### src/rtl/and4_sweep_ctrl.sv
// Self-test sequencer for the four-input AND gate datapath: sweeps all 16 input
// vectors, checks e/f/g and reports pass, mismatch count and first failing vector.
// Optional build macro AND4_SWEEP_STOP_ON_ERR_EN: stop at the first mismatch.
module and4_sweep_ctrl #(
   parameter int unsigned SETTLE_CYC = 2
) (
   input  logic       clk,
   input  logic       rst,
   input  logic       start,
   input  logic       e_i,
   input  logic       f_i,
   input  logic       g_i,
   output logic       a_o,
   output logic       b_o,
   output logic       c_o,
   output logic       d_o,
   output logic       busy,
   output logic       done,
   output logic       pass,
   output logic [4:0] err_cnt,
   output logic [3:0] fail_vec
);

   typedef enum logic [1:0] {
      IDLE,
      SETTLE,
      CHECK,
      FINISH
   } state_t;

   localparam logic [3:0] SETTLE_LAST = 4'(SETTLE_CYC - 1);

   state_t     state;
   logic [3:0] idx;
   logic [3:0] settle_cnt;
   logic       e_x;
   logic       f_x;
   logic       g_x;
   logic       mismatch;

   always_comb begin
      e_x      = idx[0] & idx[1];
      f_x      = idx[2] & idx[3];
      g_x      = e_x & f_x;
      mismatch = ({e_i, f_i, g_i} != {e_x, f_x, g_x});
   end

   always_ff @(posedge clk) begin
      if (rst) begin
         state      <= IDLE;
         idx        <= '0;
         settle_cnt <= '0;
         a_o        <= 1'b0;
         b_o        <= 1'b0;
         c_o        <= 1'b0;
         d_o        <= 1'b0;
         busy       <= 1'b0;
         done       <= 1'b0;
         pass       <= 1'b0;
         err_cnt    <= '0;
         fail_vec   <= '0;
      end else begin
         done <= 1'b0;
         case (state)
            IDLE: begin
               if (start) begin
                  idx                    <= '0;
                  settle_cnt             <= '0;
                  err_cnt                <= '0;
                  fail_vec               <= '0;
                  pass                   <= 1'b0;
                  {d_o, c_o, b_o, a_o}   <= '0;
                  busy                   <= 1'b1;
                  state                  <= SETTLE;
               end
            end
            SETTLE: begin
               settle_cnt <= settle_cnt + 4'd1;
               if (settle_cnt == SETTLE_LAST) begin
                  state <= CHECK;
               end
            end
            CHECK: begin
               if (mismatch) begin
                  err_cnt <= err_cnt + 5'd1;
                  if (err_cnt == 5'd0) begin
                     fail_vec <= idx;
                  end
               end
`ifdef AND4_SWEEP_STOP_ON_ERR_EN
               // Stopping leaves idx and a_o..d_o on the failing vector for probing.
               if (mismatch || idx == 4'd15) begin
`else
               if (idx == 4'd15) begin
`endif
                  busy  <= 1'b0;
                  state <= FINISH;
               end else begin
                  idx                  <= idx + 4'd1;
                  {d_o, c_o, b_o, a_o} <= idx + 4'd1;
                  settle_cnt           <= '0;
                  state                <= SETTLE;
               end
            end
            FINISH: begin
               done  <= 1'b1;
               pass  <= (err_cnt == 5'd0);
               state <= IDLE;
            end
            default: state <= IDLE;
         endcase
      end
   end

endmodule
### config.mk
export PLATFORM = sky130hd
export DESIGN_NAME = and4_sweep_ctrl
export DESIGN_NICKNAME = d
export VERILOG_FILES = /design/src/rtl/and4_sweep_ctrl.sv
export SDC_FILE = /design/constraint.sdc
export NUM_CORES = 1
export LEC_CHECK = 0
export ABC_AREA = 1
export CAP_MARGIN = 20
export CORE_ASPECT_RATIO = 1.2
export CORE_UTILIZATION = 51
export CTS_CLUSTER_DIAMETER = 60
export DETAILED_ROUTE_END_ITERATION = 10
export PLACE_DENSITY = 0.88
export SLEW_MARGIN = 20
export SYNTH_ARGS = -nofsm -noshare
export SYNTH_HDL_FRONTEND = slang
export SYNTH_SLANG_ARGS = --single-unit
### constraint.sdc
create_clock -name clk -period 1.85 [get_ports clk]
set_input_delay 0.37 -clock clk [delete_from_list [all_inputs] [get_ports clk]]
set_output_delay 0.37 -clock clk [all_outputs]
set_load 0.05 [all_outputs]
=== Word-level counts from Yosys, hierarchy flattened ===
Cells that the tools add are included.
W data, S select, Z words.

* Output and inout port bits: 16
* Word-level logic and storage cells: 71
* Flip-flop bits (word level): 26
* Bits of input ports: 6

* Reduce and logical (&&, ||, !) cells: 12
* Mux-type cells: 29
* Bitwise logic cells: 3
* Add/sub/neg operators: 3
* Equality and inequality tests: 12

{| class="wikitable"
|+ Operators with widths
! kind !! number
|-
| $mux W4 || 5
|-
| $pmux W4 S2 || 2
|-
| $ne A2 B2 Y1 const B || 6
|-
| $pmux W1 S2 || 6
|-
| $pmux W4 S3 || 1
|-
| $reduce_and A3 Y1 || 4
|-
| $mux W5 || 2
|-
| $pmux W5 S2 || 1
|-
| $add A4 B1 Y4 const B || 2
|-
| $mux W1 || 8
|-
| $pmux W2 S4 || 1
|-
| $mux W2 || 3
|-
| $add A5 B1 Y5 const B || 1
|-
| $logic_not A5 Y1 || 1
|-
| $eq A2 B2 Y1 const B || 2
|-
| $eq A4 B1 Y1 const B || 1
|-
| $eq A4 B4 Y1 const B || 1
|-
| $reduce_and A2 Y1 || 2
|-
| $reduce_and A4 Y1 || 1
|-
| $reduce_bool A2 Y1 || 2
|-
| $and A1 B1 Y1 || 3
|-
| $ne A3 B3 Y1 || 1
|-
| $reduce_bool A3 Y1 || 1
|-
| $eq A2 B1 Y1 const B || 1
|-
| $logic_not A2 Y1 || 1
|}

=== Longest topological paths before layout ===
* Word-level depth: 5
* Depth in mapped cells: 10
* Depth with buffers taken out: 10

=== Least setup slack after synthesis ===
Ideal clock, no wire load.

* Path kind: reg-to-reg
* From: register idx[0]
* To: register settle_cnt[3]
* Stages on the path, launching flop included: 9
* Slack: 144 ps
* Required time: 1729 ps
* Path buffers: 0
* Library setup time: 121 ps
* Period minus slack after synthesis: 1706 ps
* Arrival: 1585 ps
* Cell sequence: dfxtp_1 > ha_1 > nand3_2 > nor2_2 > nor2_4 > inv_2 > nor2_1 > nor2_1 > nor3_2

* Cells in the longest elaborated chain, start to end: 3

{| class="wikitable"
|+ Ends and longest elaborated chain
! item !! RTL line !! RTL
|-
| start: declaration || 34 || <nowiki>logic [3:0] idx;</nowiki>
|-
| start signal: assignment || 99 || <nowiki>idx <= idx + 4'd1;</nowiki>
|-
| $eq A4 B4 Y1 || 94 || <nowiki>if (idx == 4'd15) begin</nowiki>
|-
| $ne A2 B2 Y1 (no source line) || -- ||
|-
| $reduce_and A3 Y1 (no source line) || -- ||
|-
| end signal: assignment || 78 || <nowiki>settle_cnt <= settle_cnt + 4'd1;</nowiki>
|-
| end: declaration || 35 || <nowiki>logic [3:0] settle_cnt;</nowiki>
|}

No other way between the ends.
A chain may end at the register's enable or synchronous reset.

=== Worst setup path after layout ===
* From: register pass
* To: output port pass

{| class="wikitable"
|+ RTL lines
! item !! RTL line !! RTL
|-
| start: declaration || 19 || <nowiki>output logic pass,</nowiki>
|-
| start signal: assignment || 107 || <nowiki>pass <= (err_cnt == 5'd0);</nowiki>
|}

No word-level cell between the ends.

==> tab_implementation.tex <==
\begin{tabular}{lr}
\hline
Metric & Value \\
\hline
\multicolumn{2}{l}{\textbf{Routing}} \\
Highest signal layer in the routed design & met4 \\
Average via count per standard cell & between 5 and 6 \\
Total met2 wirelength after detailed routing & 1.39 mm \\
Detailed-routing wirelength on met1 & about 1.1 mm \\
Vias after detailed routing & approximately 1100 \\
First-pass DRT Iterations & 4 \\
Total routed wirelength & 2.63 mm \\
Antenna violation net count after detailed routing & 0 \\
Number of DRC violations after detailed routing & 0 \\
Initial DRC Count & 16 \\
Average wire per cell in the routed design & about 12 µm \\
Length of routed met3 wiring & 92 µm \\
\multicolumn{2}{l}{\textbf{Clock tree}} \\
Cells resized by post-CTS repair & 1 \\
Clock sink total & 22 \\
Clk Latency, worst-skew pair & 0.33 ns \\
CTS tree & done \\
Number of hold buffers added after cts & 0 \\
Clock root buffer & sky130\_fd\_sc\_hd\_\_clkbuf\_4 \\
Depth of the CTS H-tree & 1 \\
CTS Buf Count & 3 \\
Clock-pin transition on the worst setup and hold timing paths & 0.13 ns \\
Maximum buffer depth of the clock tree & 2 \\
Post-CTS setup repair buffer count & 0 \\
\multicolumn{2}{l}{\textbf{GRT}} \\
Global-route wire length before repair & 4.20 mm \\
GRT Residual Overflow & 0 \\
Number of antenna violations at the first check in global routing & 0 \\
Largest net degree at the start of global routing & 14 \\
Global routing usage summed across all routing layers & 0.235 \\
Number of global-route vias before repair & between 1000 and 1500 \\
\multicolumn{2}{l}{\textbf{Critical path}} \\
Startpoint of the worst register-to-register path & idx[0] \\
Highest cell delay on the worst timing path & 0.54 ns \\
CP Max Fanout & 2 \\
Slowest-stage cell, CP & sky130\_fd\_sc\_hd\_\_dlygate4sd2\_1 \\
Setup CP Type & flop to primary output \\
Startpoint of the worst setup timing path & pass \\
Worst reg-to-reg setup slack & $\sim$0.30 ns \\
Startpoint class of the critical path & flop \\
Reg2reg end & settle\_cnt[2] \\
Dominant delay contributor by cell family on the critical path & buffers and inverters \\
Stages on the worst setup path & 1 \\
Setup crit end kind & primary output \\
Worst EP required & 1.48 ns \\
CP endpoint & pass \\
Cells on worst reg2reg path & 7 \\
Arrival time at the worst endpoint & between 1 and 1.5 ns \\
Chain of cells forming the critical path & dlygate4sd2\_1 \\
Buffers and inverters on the worst path & 1 \\
\multicolumn{2}{l}{\textbf{Logic synthesis}} \\
Seq/Total Area, Yosys & 0.367 \\
Most used DFF post-synth & sky130\_fd\_sc\_hd\_\_dfxtp\_1 \\
Cell area after technology mapping & 1200 µm² \\
Synthesized netlist cell count & 168 \\
Share of flip-flops with an asynchronous set or reset after synthesis & 0 \\
Count of flip-flops with a built-in enable after synthesis & 0 \\
Number of nets in the synthesized netlist & 179 \\
Register bit total from synthesis & 22 \\
Average cell area after synthesis & about 7.1 µm² \\
Total of warnings raised by yosys & 0 \\
Number of distinct library cell variants in the gate-level netlist after synthesis & 29 \\
\multicolumn{2}{l}{\textbf{Die}} \\
Chip Width & approximately 46 µm \\
FP Rows & 18 \\
Die Area & around 2500 µm² \\
Vertical die dimension & 55.1 µm \\
Effective utilization at floorplan & 0.560 \\
Io pins & 22 \\
Core box area & 2140 µm² \\
\multicolumn{2}{l}{\textbf{Placed design}} \\
Weighted congestion reported at the end of routability-driven placement & 0.783 \\
Count of input and output buffers & 21 \\
Detailed-placement wirelength estimate & 2.08 mm \\
\multicolumn{2}{l}{\textbf{Power}} \\
Total power per unit cell area & $\sim$840 nW/µm² \\
Standby leakage power & 0.663 nW \\
Worst IR Drop VDD & $\sim$940 µV \\
\multicolumn{2}{l}{\textbf{Timing}} \\
Worst slew margin & 0.667 \\
Clock Skews & around 0.0046 ns \\
Sum Neg Setup Slack & 0 ns \\
Maximum clock frequency & 0.623 GHz \\
Final count of negative-setup-slack endpoints & 0 \\
RSZ-0062 raised after global routing & false \\
Final-report max-slew violation count & 0 \\
Time the worst path needs with I/O delays and setup & 1.60 ns \\
Number of hold-slack violations in the final timing report & 0 \\
Worst Max-Slew Pin Slew & 0.498 ns \\
Ratio of final minimum period to clock period & 0.867 \\
\multicolumn{2}{l}{\textbf{Job}} \\
Max Cap Viol & 0 \\
\multicolumn{2}{l}{\textbf{Cells and area}} \\
Share of layout cells above drive strength 1 & 0.208 \\
Number of diodes & 0 \\
Number of nets in the layout & 204 \\
Relative area change from synthesis to final layout & 22.1\% \\
Fraction of the core area covered by cells at the end of the flow & 0.684 \\
Fill count & 180 \\
\multicolumn{2}{l}{\textbf{Min path}} \\
Type of the most critical hold path & flop to flop \\
\multicolumn{2}{l}{\textbf{Status}} \\
Outcome & finished, final reports clean \\
\hline
\end{tabular}
## power by group
part           total (mW)  switching (mW)  internal (mW)
combinational       0.317           0.217         0.0998
clock               0.381           0.162          0.219
sequential          0.532          0.0263          0.506
## routing by layer
metal	up-vias	GRT usage
met5	-	0
met4	0	0.0931
met3	5	0.0487
met2	19	0.444
met1	521	0.249
li1	580	-
## stage by stage
| stage | setup slack (ns) | hold slack, ns | cells | area (µm²) | total power, mW |
|---|---|---|---|---|---|
| 2_1_floorplan | 0.144 | 0.465 | 168 | 1200 | 0.777 |
| 3_3_place_gp | 0.243 | 0.466 | 218 | 1410 | 0.848 |
| 3_5_place_dp | 0.185 | 0.486 | 218 | 1410 | 0.858 |
| 4_1_cts | 0.0290 | 0.506 | 222 | 1460 | 1.23 |
| 5_1_grt | 0.159 | 0.528 | 222 | 1460 | 1.29 |
| 6_report | 0.245 | 0.514 | 222 | 1460 | 1.23 |
## cells in the final DEF, fill, tap and decap left out, types with 3 or more instances in the layout
master / synthesis / routed
sky130_fd_sc_hd__dfxtp_1: 22 / 22
sky130_fd_sc_hd__clkbuf_4: 0 / 3
sky130_fd_sc_hd__nand2_1: 33 / 33
sky130_fd_sc_hd__inv_2: 4 / 4
sky130_fd_sc_hd__buf_4: 0 / 15
sky130_fd_sc_hd__clkdlybuf4s50_1: 0 / 5
sky130_fd_sc_hd__ha_1: 5 / 5
sky130_fd_sc_hd__o21ai_1: 3 / 3
sky130_fd_sc_hd__a21oi_1: 9 / 9
sky130_fd_sc_hd__nor2_1: 24 / 24
sky130_fd_sc_hd__inv_1: 23 / 23
sky130_fd_sc_hd__nor3_1: 9 / 9
sky130_fd_sc_hd__nor2_4: 3 / 3
sky130_fd_sc_hd__nand3_1: 9 / 9
sky130_fd_sc_hd__nand2_2: 4 / 4
## cell type report
class                      count  area (µm²)  area share
tap                           30        37.5      0.0256
multi-input combinational    116         644       0.440
clock buffer                   3        22.5      0.0154
clock inverter                 1        30.0      0.0205
inverter                      28         105      0.0718
timing repair buffer          22         184       0.126
sequential                    22         440       0.301
## cell usage after synthesis (2+ instances only)
library cell,number,share of area
sky130_fd_sc_hd__a21oi_1,9,0.038
sky130_fd_sc_hd__dfxtp_1,22,0.37
sky130_fd_sc_hd__ha_1,5,0.052
sky130_fd_sc_hd__inv_1,23,0.072
sky130_fd_sc_hd__inv_2,4,0.013
sky130_fd_sc_hd__nand2_1,33,0.10
sky130_fd_sc_hd__nand2_2,4,0.021
sky130_fd_sc_hd__nand2_4,2,0.019
sky130_fd_sc_hd__nand3_1,9,0.038
sky130_fd_sc_hd__nand3_2,2,0.017
sky130_fd_sc_hd__nor2_1,24,0.075
sky130_fd_sc_hd__nor2_4,3,0.028
sky130_fd_sc_hd__nor3_1,9,0.038
sky130_fd_sc_hd__o21ai_1,3,0.013
sky130_fd_sc_hd__o22ai_2,2,0.021
## worst min-delay path by stage
stage                  start             to  slack (ns)  cells after the start
5_1_grt                 pass           pass        0.53                      2
2_1_floorplan  settle_cnt[1]  settle_cnt[1]        0.46                      2
6_report                pass           pass        0.51                      2
4_1_cts                 pass           pass        0.51                      2
3_5_place_dp            pass           pass        0.49                      2
3_3_place_gp            pass           pass        0.47                      2
## logic make-up (layout without fill, tap and decap cells)
group / after synthesis / count (layout) / synth area share
buffers and inverters: 30 / 54 / 0.0950
AO/OA/AOI/OAI: 19 / 19 / 0.101
flip-flops: 22 / 22 / 0.367
adder cells (fa/ha/maj): 5 / 5 / 0.0522
AND/OR/NAND/NOR: 91 / 91 / 0.377
XOR/XNOR: 1 / 1 / 0.00731
## registers in the layout, summed over array words and instances, names as in the netlist
signal,flops
err_cnt,5
fail_vec,4
settle_cnt,4
state,2
b_o,1
busy,1
c_o,1
d_o,1
done,1
idx,1
pass,1
No activity file was read; power rests on OpenSTA's default activity.
